$ cat config.mk
export PLATFORM = sky130hd
export DESIGN_NAME = fetch_unit_l1
export DESIGN_NICKNAME = d
export VERILOG_FILES = /design/src/rtl/fetch_unit_l1.sv
export SDC_FILE = /design/constraint.sdc
export NUM_CORES = 1
export LEC_CHECK = 0
export ABC_AREA = 1
export ABC_CLOCK_PERIOD_IN_PS = 4400
export BUFFER_PORTS_ARGS = -buffer_cell sky130_fd_sc_hd__buf_2
export CORE_MARGIN = 5
export CORE_UTILIZATION = 45
export CTS_CLUSTER_DIAMETER = 100
export DETAILED_ROUTE_END_ITERATION = 10
export PLACE_DENSITY = 0.62
export RECOVER_POWER = 25
export SYNTH_ARGS = -nofsm -noshare
export SYNTH_HDL_FRONTEND = slang
export SYNTH_SLANG_ARGS = --single-unit
export TNS_END_PERCENT = 50
$ cat constraint.sdc
create_clock -name clk -period 4.4 [get_ports clk]
set_clock_uncertainty 0.2 [all_clocks]
set_input_delay 0.88 -clock clk [delete_from_list [all_inputs] [get_ports clk]]
set_output_delay 0.88 -clock clk [all_outputs]
set_load 0.02 [all_outputs]
$ cat src/rtl/fetch_unit_l1.sv
// fetch_unit_l1: in-order sequential instruction fetch stage.
// Issues word reads, buffers responses, hands {inst,pc,seq} to decode.
module fetch_unit_l1 #(
  parameter logic [31:0] p_rst_addr      = 32'h0000_0200,
  parameter int          p_num_in_flight = 4,
  parameter int          p_seq_num_bits  = 5
) (
  input  logic                      clk,
  input  logic                      rst,
  output logic                      mem_req_val,
  input  logic                      mem_req_rdy,
  output logic [31:0]               mem_req_addr,
  input  logic                      mem_resp_val,
  output logic                      mem_resp_rdy,
  input  logic [31:0]               mem_resp_data,
  output logic                      D_val,
  input  logic                      D_rdy,
  output logic [31:0]               D_inst,
  output logic [31:0]               D_pc,
  output logic [p_seq_num_bits-1:0] D_seq_num
);

  localparam int N  = p_num_in_flight;
  localparam int PW = $clog2(N);
  localparam int CW = PW + 1;

  localparam logic [CW-1:0] FULL = CW'(N);
  localparam logic [PW-1:0] LAST = PW'(N - 1);

  logic [31:0]   pc_q;
  logic          started_q;
  logic [CW-1:0] credits_q;
  logic [CW-1:0] icnt_q;

  logic [p_seq_num_bits-1:0] seq_q;

  logic [31:0]   pc_mem   [N];
  logic [31:0]   inst_mem [N];
  logic [PW-1:0] pc_wr_q;
  logic [PW-1:0] pc_rd_q;
  logic [PW-1:0] in_wr_q;
  logic [PW-1:0] in_rd_q;

  logic req_fire;
  logic d_fire;
  logic resp_push;

  function automatic logic [PW-1:0] nxt(
    input logic [PW-1:0] p
  );
    return (p == LAST) ? '0 : p + PW'(1);
  endfunction

  assign mem_req_val  = started_q & (credits_q < FULL);
  assign mem_req_addr = pc_q;
  assign mem_resp_rdy = started_q;

  assign D_val     = (icnt_q != '0);
  assign D_inst    = inst_mem[in_rd_q];
  assign D_pc      = pc_mem[pc_rd_q];
  assign D_seq_num = seq_q;

  assign req_fire  = mem_req_val & mem_req_rdy;
  assign d_fire    = D_val & D_rdy;
  assign resp_push = mem_resp_val;

  // Fetch PC, start flag and program-order tag.
  always_ff @(posedge clk or negedge rst) begin
    if (!rst) begin
      pc_q      <= p_rst_addr;
      started_q <= 1'b0;
      seq_q     <= '0;
    end else begin
      started_q <= 1'b1;
      if (req_fire)
        pc_q <= pc_q + 32'd4;
      if (d_fire)
        seq_q <= seq_q + 1'b1;
    end
  end

  // Credits track requests not yet handed to decode.
  always_ff @(posedge clk or negedge rst) begin
    if (!rst) begin
      credits_q <= '0;
    end else begin
      unique case ({req_fire, d_fire})
        2'b10:   credits_q <= credits_q + CW'(1);
        2'b01:   credits_q <= credits_q - CW'(1);
        default: credits_q <= credits_q;
      endcase
    end
  end

  // PC FIFO pointers: push on request, pop on decode.
  always_ff @(posedge clk or negedge rst) begin
    if (!rst) begin
      pc_wr_q <= '0;
      pc_rd_q <= '0;
    end else begin
      if (req_fire)
        pc_wr_q <= nxt(pc_wr_q);
      if (d_fire)
        pc_rd_q <= nxt(pc_rd_q);
    end
  end

  // Instruction FIFO pointers and occupancy.
  always_ff @(posedge clk or negedge rst) begin
    if (!rst) begin
      in_wr_q <= '0;
      in_rd_q <= '0;
      icnt_q  <= '0;
    end else begin
      if (resp_push)
        in_wr_q <= nxt(in_wr_q);
      if (d_fire)
        in_rd_q <= nxt(in_rd_q);
      unique case ({resp_push, d_fire})
        2'b10:   icnt_q <= icnt_q + CW'(1);
        2'b01:   icnt_q <= icnt_q - CW'(1);
        default: icnt_q <= icnt_q;
      endcase
    end
  end

  // FIFO storage; contents are meaningless unless counted valid.
  always_ff @(posedge clk) begin
    if (req_fire)
      pc_mem[pc_wr_q] <= pc_q;
    if (resp_push)
      inst_mem[in_wr_q] <= mem_resp_data;
  end

`ifndef SYNTHESIS
  resp_has_request: assert property (
    @(posedge clk) disable iff (!rst)
    mem_resp_val |-> (credits_q > icnt_q)
  );
`endif

endmodule

# After elaboration in Yosys (flattened, before gate mapping)
# Memory sizes are Yosys's and may differ from the RTL's.
# Cells that the tools add are included.
# Widths: inputs -> output; s select.
[word_totals]
wordCells = 46
ramBits = 256
input_bits = 37
mem_count = 2
latchBits = 0
regBits = 52
out_inout_bits = 104
romBits = 0
[memory_table]
columns = ["name", "words", "width", "rd", "rd_ports_with_merged_regs", "wr", "line_no", "source"]
rows = [
  ["inst_mem", 4, 32, 1, 0, 1, "38", "logic [31:0] inst_mem [N];"],
  ["pc_mem", 4, 32, 1, 0, 1, "37", "logic [31:0] pc_mem [N];"],
]
[classes]
eq_ne = 8
mul = 0
n_addsub = 10
order_cmp = 1
n_div = 0
n_bitwise = 3
muxes = 10
n_reduce_logical = 3
shift = 0
[ops]
columns = ["op", "count"]
rows = [
  ["$add 32x3->32 const B", 1],
  ["$eq 2x2->1 const B", 6],
  ["$pmux 3 s2", 2],
  ["$add 2x1->2 const B", 4],
  ["$mux 2", 4],
  ["$add 3x1->3 const B", 2],
  ["$sub 3x1->3 const B", 2],
  ["$add 5x1->5 const B", 1],
  ["$eq 2x1->1 const B", 2],
  ["$mux 1", 4],
  ["$reduce_bool 2->1", 2],
  ["$and 1x1->1", 3],
  ["$lt 3x3->1 const B", 1],
  ["$reduce_bool 3->1", 1],
]

# Logic depth before layout (Yosys ltp)
# Gate-level depths: netlist of run 1.
[logic_depth]
word_depth = 5
depth_mapped = 11
depth_no_buf = 10

# Worst setup path after synthesis of run 1
# Ideal clock, no wire load.
[synth_path]
path_type = "in2reg"
startpoint = "in mem_req_rdy"
endpoint = "mem pc_mem[3][10], enable pin"
t_arrival_ns = 2.486
n_path_buf = 1
cell_stages = 3
setup_slack_ns = 1.297
setup_time_ns = 0.417
required_time_ns = 3.783
path_cell_list = "nand3_2 -> buf_2 -> nor2_1"
[synth_between]
elab_chain_len = 3
[synth_lines]
columns = ["element", "line_no", "source"]
rows = [
  ["start: declaration", "11", "input logic mem_req_rdy,"],
  ["$and 1x1->1", "63", "assign req_fire = mem_req_val & mem_req_rdy;"],
  ["$mux 1", "129", "if (req_fire)"],
  ["$mux 1 (implied by the code)", "130", "pc_mem[pc_wr_q] <= pc_q;"],
  ["end: declaration", "37", ""],
]
# Every way passes these cells.

# Worst setup path in the final report of run 1
[layout_path]
startpoint = "reg pc_rd_q[1]"
endpoint = "out D_pc[21]"
[layout_between]
elab_chain_len = 1
[layout_lines]
columns = ["element", "line_no", "source"]
rows = [
  ["start: declaration", "40", "logic [PW-1:0] pc_rd_q;"],
  ["start signal: assignment", "104", "pc_rd_q <= nxt(pc_rd_q);"],
  ["$mem_v2 4x32", "n/a", ""],
  ["end: declaration", "19", "output logic [31:0] D_pc,"],
]
# Every way passes these cells.

==> impl_metrics.ini, run 1 <==
[run_status]
outcome = finished, final reports clean

[drt]
antenna_left = 0
vias = 7551
first_pass_iters = 5
vias_per_cell = 5.20
drtIter0Drc = 532
wirelength_mm = 26.0
wl_per_cell_um = 17.9
drc = 0

[power_and_ir_drop]
p_total_mw = 9.07
leakage_nw = 5.25
power_density_nw_per_um2 = 647
vdd_drop_max_v = 0.000354

[floorplanning]
initial_core_util = 0.459
die_w_um = 173
die_h_um = 173
rows = 59
core_area_um2 = 26100
io_pins = 141
die_area_um2 = 30000

[logic_synthesis]
yosysMostFrequentCell = edfxtp_1
syn_area_um2 = 12000
yosys-top-cells-area = edfxtp_1 62%, dfrtp_1 10%, o21ai_0 5.8%
ys.flop_type = edfxtp_1
ys_top_cells_by_count = 248 x edfxtp_1, 150 x nor2_1, 138 x o21ai_0
ys_types = 30
yosysWarnings = 0
synth_top_cell_area_share = 0.621
async_flop_share = 0.168
ys_seq_area_frac = 0.725
synth-seq-cells = 298
synth_edf_count = 248
avgSynthCellArea_um2 = 12.6
syn_inst = 949
synth_top_area_cell = edfxtp_1

[clock_network]
insertion_delay_ns = 0.55
clockRootBuffer = clkbuf_16
cts.sinks = 298
cts_made_buffers = 31
cts_tree = yes
htree_levels = 1
cts_setup_buffers = 0
clock_path_buffers = 3
cts.clk_slew.worst_paths_ns = 0.07

[worst_setup_path]
cp.required_ns = 3.32
worst_setup_path_start_kind = register
crit_fanout = 19
crit_type = register to primary output
arrival_ns = 2.42
endpoint_kind = primary output

[cells_and_area]
fin_util = 0.536
final-seq-area_um2 = 8700
areaGrowthSynthToFinish_pct = 16.8
nNetsFinal = 1146
nFillCells = 2257
multi_input_area_um2 = 2880
drive_gt1_frac = 0.182
fin_area_um2 = 14000
diodes = 0

[global_route]
grt_max_degree = 67
globalRouteOverflowTotal = 0
grt_antenna_before_repair = 0
grtUsageTotal = 0.170
grt_pass1_wl_mm = 41.3
grt_pass1_vias = 7414

[timing]
hold_slack_ns = 0.273
slew_headroom = 0.474
worstMarginPinSlew_ns = 0.784
fin_crit_ns = 3.50
hold_violations = 0
finalMaxSlewViolations = 0
tns_ns = 0
fmax_mhz = 286
rsz0062_at_grt = false
setup-violations-final = 0
period_share = 0.796

[placement]
dp_hpwl_mm = 16.3
routabilityCongestion = 0.809
io_buffers = 136
place_area_um2 = 13100

[hold_path]
worstHoldPathType = register to register

[job]
maxCapViolCount = 0
-- registers in the layout, summed over array words and instances (netlist names) --
signal / count
icnt_q: 3
pc_wr_q: 2
credits_q: 3
in_rd_q: 2
mem_resp_rdy: 1
pc_mem: 120
in_wr_q: 2
D_seq_num: 5
mem_req_addr: 30
inst_mem: 128
pc_rd_q: 2
-- worst max-delay path, cell delays in order (launching register included) --
cell and delay (ns):
dfrtp_1 0.60, buf_4 0.32, inv_1 0.09, buf_4 0.25
o21ai_0 0.13, o22ai_1 0.24, buf_2 0.23
-- kinds of logic (layout without fill, tap and decap cells) --
| family | after synthesis | in the layout | synth area share |
|---|---|---|---|
| buf+inv | 108 | 274 | 0.0368 |
| compound gates | 204 | 204 | 0.0918 |
| flops | 298 | 298 | 0.725 |
| fa+ha+maj | 16 | 16 | 0.0179 |
| simple gates | 297 | 297 | 0.110 |
| other cells | 2 | 5 | 0.000626 |
| xor+xnor | 24 | 24 | 0.0175 |
-- per-stage QoR --
step | setup WS [ns] | cells
5_1_grt | 0.685 | 1453
6_report | 0.898 | 1453
2_1_floorplan | 1.30 | 952
4_1_cts | 0.825 | 1453
3_3_place_gp | 1.51 | 1394
3_5_place_dp | 1.47 | 1394
-- power breakdown --
group | leakage [nW] | internal, mW | switching [mW]
Sequential | 2.93 | 3.48 | 0.185
Clock | 0.485 | 1.46 | 1.03
Combinational | 1.83 | 0.850 | 2.06
Total | 5.25 | 5.79 | 3.28
-- cell usage in the layout (no fill, tap or decap), drive strengths merged --
| cell | Yosys | final |
|---|---|---|
| xnor2 | 9 | 9 |
| nor2 | 166 | 166 |
| dfstp | 1 | 1 |
| inv | 60 | 59 |
| edfxtp | 248 | 248 |
| o21bai | 1 | 1 |
| conb | 2 | 5 |
| o22ai | 62 | 62 |
| o21ai | 138 | 138 |
| nor3 | 4 | 4 |
| nand3 | 30 | 30 |
| ha | 14 | 14 |
| nand2 | 83 | 83 |
| dlygate4sd3 | 0 | 1 |
| clkbuf | 31 | 71 |
| clkinv | 1 | 18 |
| a21oi | 3 | 3 |
| nand3b | 3 | 3 |
| dfrtp | 49 | 49 |
| nand4 | 11 | 11 |
| fa | 2 | 2 |
| xor2 | 15 | 15 |
| clkinvlp | 0 | 1 |
| buf | 16 | 122 |
| bufinv | 0 | 2 |
-- layer usage --
layer | up-vias | track usage | wire length [um]
li1 | 3652 | - | -
met1 | 3672 | 0.234 | 11800
met2 | 190 | 0.281 | 12400
met3 | 37 | 0.0323 | 1260
met4 | 0 | 0.0436 | 592
met5 | - | 0 | 0
-- timing repair --
item | in CTS | in global routing
hold buffers | 1 | 0
hold endpoints to repair | 11 | 0
gates resized for setup | 0 | 0
-- worst paths after layout --
check / cells past startpoint / end / start / slack, ns
setup / recovery: 6 / D_pc[21] / pc_rd_q[1]$_DFFE_PN0P_ / 0.90
hold / removal: 1 / icnt_q[0]$_DFFE_PN0P_ / icnt_q[0]$_DFFE_PN0P_ / 0.27
setup reg to reg: 10 / credits_q[2]$_DFFE_PN0P_ / icnt_q[0]$_DFFE_PN0P_ / 1.93
hold reg to reg: 1 / icnt_q[0]$_DFFE_PN0P_ / icnt_q[0]$_DFFE_PN0P_ / 0.27
max in group asynchronous: 3 / in_rd_q[0]$_DFFE_PN0P_ / rst / 2.60
min in group asynchronous: 2 / icnt_q[0]$_DFFE_PN0P_ / rst / 0.55
-- layout make-up --
class,count,share of cell area
flip-flops and latches,298,0.621
multi-input cells,546,0.205
clock buffers,39,0.0597
repair buffers,155,0.0570
well taps,335,0.0299
inverters,61,0.0163
clock inverters,19,0.0105
No activity file was read; power rests on OpenSTA's default activity.
==> inputs of run 2 (changes only) <==
--- a/config.mk
+++ b/config.mk
@@ -6,13 +6,13 @@
 export NUM_CORES = 1
 export LEC_CHECK = 0
 export ABC_AREA = 1
-export ABC_CLOCK_PERIOD_IN_PS = 4400
+export ABC_CLOCK_PERIOD_IN_PS = 3000
 export BUFFER_PORTS_ARGS = -buffer_cell sky130_fd_sc_hd__buf_2
 export CORE_MARGIN = 5
 export CORE_UTILIZATION = 45
 export CTS_CLUSTER_DIAMETER = 100
 export DETAILED_ROUTE_END_ITERATION = 10
-export PLACE_DENSITY = 0.62
+export PLACE_DENSITY = 0.65
 export RECOVER_POWER = 25
 export SYNTH_ARGS = -nofsm -noshare
 export SYNTH_HDL_FRONTEND = slang
==> constraint.sdc (replaced) <==
create_clock -name clk -period 3 [get_ports clk]
set_clock_uncertainty 0.2 [all_clocks]
set_input_delay 0.6 -clock clk [delete_from_list [all_inputs] [get_ports clk]]
set_output_delay 0.6 -clock clk [all_outputs]
set_load 0.02 [all_outputs]
==> impl_metrics.ini, run 2 (synthesized netlist as in run 1, its figures left out) <==
[run_status]
outcome = finished, final reports clean

[power_and_ir_drop]
vdd_drop_max_v = 0.000530
power_density_nw_per_um2 = 966
leakage_nw = 5.36

[cells_and_area]
areaGrowthSynthToFinish_pct = 18.4
fin_cells = 1461
nNetsFinal = 1153
fin_area_um2 = 14200
largest_reg_flops = 128
final_common_cell = edfxtp_1
drive_gt1_frac = 0.191
nFillCells = 2240
layout_common_cells = 248 x edfxtp_1, 146 x nor2_1, 138 x o21ai_0
top_register = inst_mem

[global_route]
grt_antenna_before_repair = 1
grtUsageTotal = 0.170
grt_pass1_wl_mm = 41.5
grt_max_degree = 67
globalRouteOverflowTotal = 0
grt_pass1_vias = 7586

[placement]
io_buffers = 136
routabilityCongestion = 0.805
dp_hpwl_mm = 15.9
place_area_um2 = 13100
dp_cells = 1401
dp_slack_ns = 0.704

[worst_setup_path]
worst_setup_path_start_kind = register
cp.required_ns = 2.20
crit_fanout = 50
crit_type = register to primary output
crit_slowest_cell = dfrtp_2
arrival_ns = 1.95
endpoint_kind = primary output
critPathMaxStageDelay_ns = 0.41
rrSetupSlack_ns = 0.83
path_cells = inv_2, buf_12, o21ai_0, o22ai_1, buf_2

[timing]
rsz0062_at_grt = false
fmax_mhz = 363
finalMaxSlewViolations = 0
hold_slack_ns = 0.102
fin_crit_ns = 2.75
hold_violations = 0
slew_headroom = 0.598
worstMarginPinSlew_ns = 0.602
setup-violations-final = 0
period_share = 0.917
worst_slack_ns = 0.249
tns_ns = 0

[clock_network]
clockRootBuffer = clkbuf_16
cts_tree = yes
cts_made_buffers = 31
cts.clk_slew.worst_paths_ns = 0.06
htree_levels = 1
clock_path_buffers = 3
insertion_delay_ns = 0.55
cts_setup_buffers = 0
cts.sinks = 298

[drt]
wirelength_mm = 25.6
vias = 7596
vias_per_cell = 5.20
first_pass_iters = 4
antenna_left = 0
drc = 0
wl_per_cell_um = 17.5
drtIter0Drc = 539

[floorplanning]
core_area_um2 = 26100
rows = 59
die_h_um = 173
die_w_um = 173
die_area_um2 = 30000
initial_core_util = 0.459
io_pins = 141

[job]
maxCapViolCount = 0

[hold_path]
worstHoldPathType = input pin to register
## run 2: cell types whose count changed in the layout (fill, tap and decap cells not counted), sizes merged
cell	previous run	this run
buf	122	129
bufinv	2	6
clkbuf	71	70
clkinv	18	12
clkinvlp	1	2
diode	0	1
inv	59	61
## run 2: final timing paths
path,to,from,cells past startpoint
max in group asynchronous,mem_req_addr[9]$_DFFE_PN1P_,rst,3
worst min-delay path,inst_mem[1][0]$_DFFE_PP_,mem_resp_data[0],1
worst min register to register,icnt_q[0]$_DFFE_PN0P_,icnt_q[0]$_DFFE_PN0P_,1
worst max-delay path,D_inst[8],in_rd_q[0]$_DFFE_PN0P_,5
worst max register to register,credits_q[2]$_DFFE_PN0P_,icnt_q[0]$_DFFE_PN0P_,10
min in group asynchronous,icnt_q[1]$_DFFE_PN0P_,rst,2
## run 2: final cells by class
type                       count  area [um2]  share of cell area
antenna                        1        2.50            0.000176
sequential                   298        8700               0.613
clock inverter                20         268              0.0189
inverter                      61         229              0.0161
multi-input combinational    546        2870               0.202
tap                          335         419              0.0295
clock buffer                  38         822              0.0579
timing repair buffer         162         883              0.0622
## run 2: timing repair
| action | 4_1_cts | 5_1_grt |
|---|---|---|
| hold endpoints to repair | 23 | 0 |
| hold buffers | 1 | 0 |
| gates resized for setup | 0 | 2 |
| setup endpoints to repair | 0 | 4 |
## run 2: report_power, final
group	switching (mW)	internal [mW]
clock network	1.53	2.47
logic	3.05	1.32
registers	0.246	5.11
## run 2: metal layers
layer  share of wire  GRT usage  up-vias
met5               0          0        -
met4           0.018     0.0402        0
met3           0.058     0.0353       37
met2            0.48      0.278      195
met1            0.45      0.236     3694
li1                -          -     3670
## run 2: metrics by stage
stage,power [mW],utilization
3_3_place_gp,9.80,0.502
2_1_floorplan,8.29,-
4_1_cts,13.9,0.544
5_1_grt,14.5,0.543
6_report,13.7,0.543
3_5_place_dp,9.87,0.502
## run 2: critical path: cells and delay by family, from the launching register on
kind	cells	cell delay (ns)
buffers and inverters	3	0.70
AOI/OAI and AO/OA	2	0.27
DFF	1	0.41
==> inputs of run 3 (changes only) <==
--- a/config.mk
+++ b/config.mk
@@ -6,13 +6,13 @@
 export NUM_CORES = 1
 export LEC_CHECK = 0
 export ABC_AREA = 1
-export ABC_CLOCK_PERIOD_IN_PS = 3000
+export ABC_CLOCK_PERIOD_IN_PS = 2700
 export BUFFER_PORTS_ARGS = -buffer_cell sky130_fd_sc_hd__buf_2
 export CORE_MARGIN = 5
 export CORE_UTILIZATION = 45
 export CTS_CLUSTER_DIAMETER = 100
 export DETAILED_ROUTE_END_ITERATION = 10
-export PLACE_DENSITY = 0.65
+export PLACE_DENSITY = 0.61
 export RECOVER_POWER = 25
 export SYNTH_ARGS = -nofsm -noshare
 export SYNTH_HDL_FRONTEND = slang
==> constraint.sdc (replaced) <==
create_clock -name clk -period 2.7 [get_ports clk]
set_clock_uncertainty 0.2 [all_clocks]
set_input_delay 0.54 -clock clk [delete_from_list [all_inputs] [get_ports clk]]
set_output_delay 0.54 -clock clk [all_outputs]
set_load 0.02 [all_outputs]
==> impl_metrics.ini, run 3 (synthesized netlist as in run 1, its figures left out) <==
[run_status]
outcome = finished, final reports clean

[cells_and_area]
top_register = inst_mem
final_common_cell = edfxtp_1
drive_gt1_frac = 0.192
areaGrowthSynthToFinish_pct = 17.9
fin_area_um2 = 14100
layout_common_cells = 248 x edfxtp_1, 146 x nor2_1, 138 x o21ai_0
diodes = 0
final-seq-area_um2 = 8700
nFillCells = 2238
largest_reg_flops = 128
fin_util = 0.541
nNetsFinal = 1164
multi_input_area_um2 = 2870

[worst_setup_path]
arrival_ns = 1.86
worst_setup_path_start_kind = register
rrSetupSlack_ns = 0.60
path_cells = inv_4, buf_12, nor2_1, o22ai_1, buf_2
crit_fanout = 24
cp.required_ns = 1.96
endpoint_kind = primary output
critPathMaxStageDelay_ns = 0.44
crit_slowest_cell = dfrtp_2
crit_type = register to primary output

[global_route]
grt_pass1_vias = 7274
grt_util_met2 = 0.285
grt_max_degree = 67
grt_busiest_layer = met2
grtUsageTotal = 0.169
use_met3 = 0.0351
globalRouteOverflowTotal = 0
grt_antenna_before_repair = 0
grt_use_met1 = 0.230
grt_pass1_wl_mm = 40.8

[clock_network]
htree_levels = 1
clock_path_buffers = 3
clockRootBuffer = clkbuf_16
cts.sinks = 298
cts_made_buffers = 30
insertion_delay_ns = 0.54
cts.clk_slew.worst_paths_ns = 0.06
cts_setup_buffers = 0
cts_tree = yes

[timing]
rsz0062_at_grt = true
worst_slack_ns = 0.103
fmax_mhz = 385
hold_violations = 0
setup-violations-final = 0
slew_headroom = 0.426
finalMaxSlewViolations = 0
worstMarginPinSlew_ns = 0.862
period_share = 0.962
fin_crit_ns = 2.60

[power_and_ir_drop]
power_density_nw_per_um2 = 1040
pwr-share-clk = 0.255
p_comb_frac = 0.339
leakage_nw = 5.35
p_int_mw = 9.35
switching_share = 0.363
power_frac_seq = 0.406
p_switching_mw = 5.32
vdd_drop_max_v = 0.000713

[placement]
place_area_um2 = 13200
dp_slack_ns = 0.438
routabilityCongestion = 0.786
io_buffers = 136
dp_hpwl_mm = 16.4

[floorplanning]
core_area_um2 = 26100
rows = 59
io_pins = 141
die_h_um = 173
initial_core_util = 0.459
die_area_um2 = 30000
die_w_um = 173

[drt]
drtIter0Drc = 552
drc = 0
wirelength_mm = 25.8
antenna_left = 0
vias_per_cell = 5.17
wl_per_cell_um = 17.6
first_pass_iters = 5
vias = 7582

[hold_path]
worstHoldPathType = input pin to register

[job]
maxCapViolCount = 0
==> run 3: cell types whose count changed in the layout (fill, tap and decap cells not counted), moves of 4 or more <==
cell,change
buf_4,+4
clkinv_1,+4
dlygate4sd3_1,+6
clkbuf_1,-5
bufinv_16,-6
buf_2,+5
==> run 3: power groups by stage <==
stage | clock, mW | combinational, mW | sequential, mW
detailed placement | 0 | 4.99 | 6.05
floorplan | 0 | 3.14 | 6.08
CTS | 3.83 | 5.02 | 5.96
finish | 3.75 | 4.97 | 5.95
global route | 4.04 | 5.50 | 6.03
global placement | 0 | 4.94 | 6.03
==> run 3: worst max-delay path, delay by kind of cell (launching register included) <==
kind | cells | cell delay, ns
AO/OA/AOI/OAI | 1 | 0.23
buffers and inverters | 3 | 0.59
flip-flops | 1 | 0.44
AND/OR/NAND/NOR | 1 | 0.06
==> run 3: final timing paths <==
path | from | cells past startpoint | to
max reg2reg | icnt_q[0]$_DFFE_PN0P_ | 10 | icnt_q[2]$_DFFE_PN0P_
max | in_rd_q[0]$_DFFE_PN0P_ | 5 | D_inst[21]
min reg2reg | credits_q[0]$_DFFE_PN0P_ | 1 | credits_q[0]$_DFFE_PN0P_
min | mem_resp_data[30] | 1 | inst_mem[3][30]$_DFFE_PP_
min in group asynchronous | rst | 2 | credits_q[0]$_DFFE_PN0P_
max in group asynchronous | rst | 3 | mem_req_addr[9]$_DFFE_PN1P_
==> run 3: routing by layer <==
layer  wire length, um  part of all wire  vias to the layer above
met3              1780             0.069                       36
met1             11000              0.43                     3654
met4               429             0.017                        0
met5                 0                 0                        -
met2             12600              0.49                      209
li1                  -                 -                     3683
==> run 3: repair_timing <==
item	in CTS	in global routing
hold buffers	6	1
hold endpoints to repair	29	4
endpoints found under the setup margin	32	21
gates resized for setup	3	5
pin swaps	0	0
==> run 3: final cells by class <==
type,count,share of cell area
clock inverters,15,0.00522
multi-input cells,546,0.203
clock buffers,38,0.0582
well taps,335,0.0297
flip-flops and latches,298,0.616
inverters,61,0.0164
repair buffers,174,0.0718
==> run 3: stage by stage <==
step           TNS [ns]  instances  total power, mW  hold WS, ns
2_1_floorplan     -7.58        952             9.21       0.0444
4_1_cts               0       1466             14.8     0.000282
3_3_place_gp          0       1407             11.0        0.263
5_1_grt         -0.0163       1467             15.6       0.0518
6_report              0       1467             14.7       0.0633
3_5_place_dp          0       1407             11.0        0.266
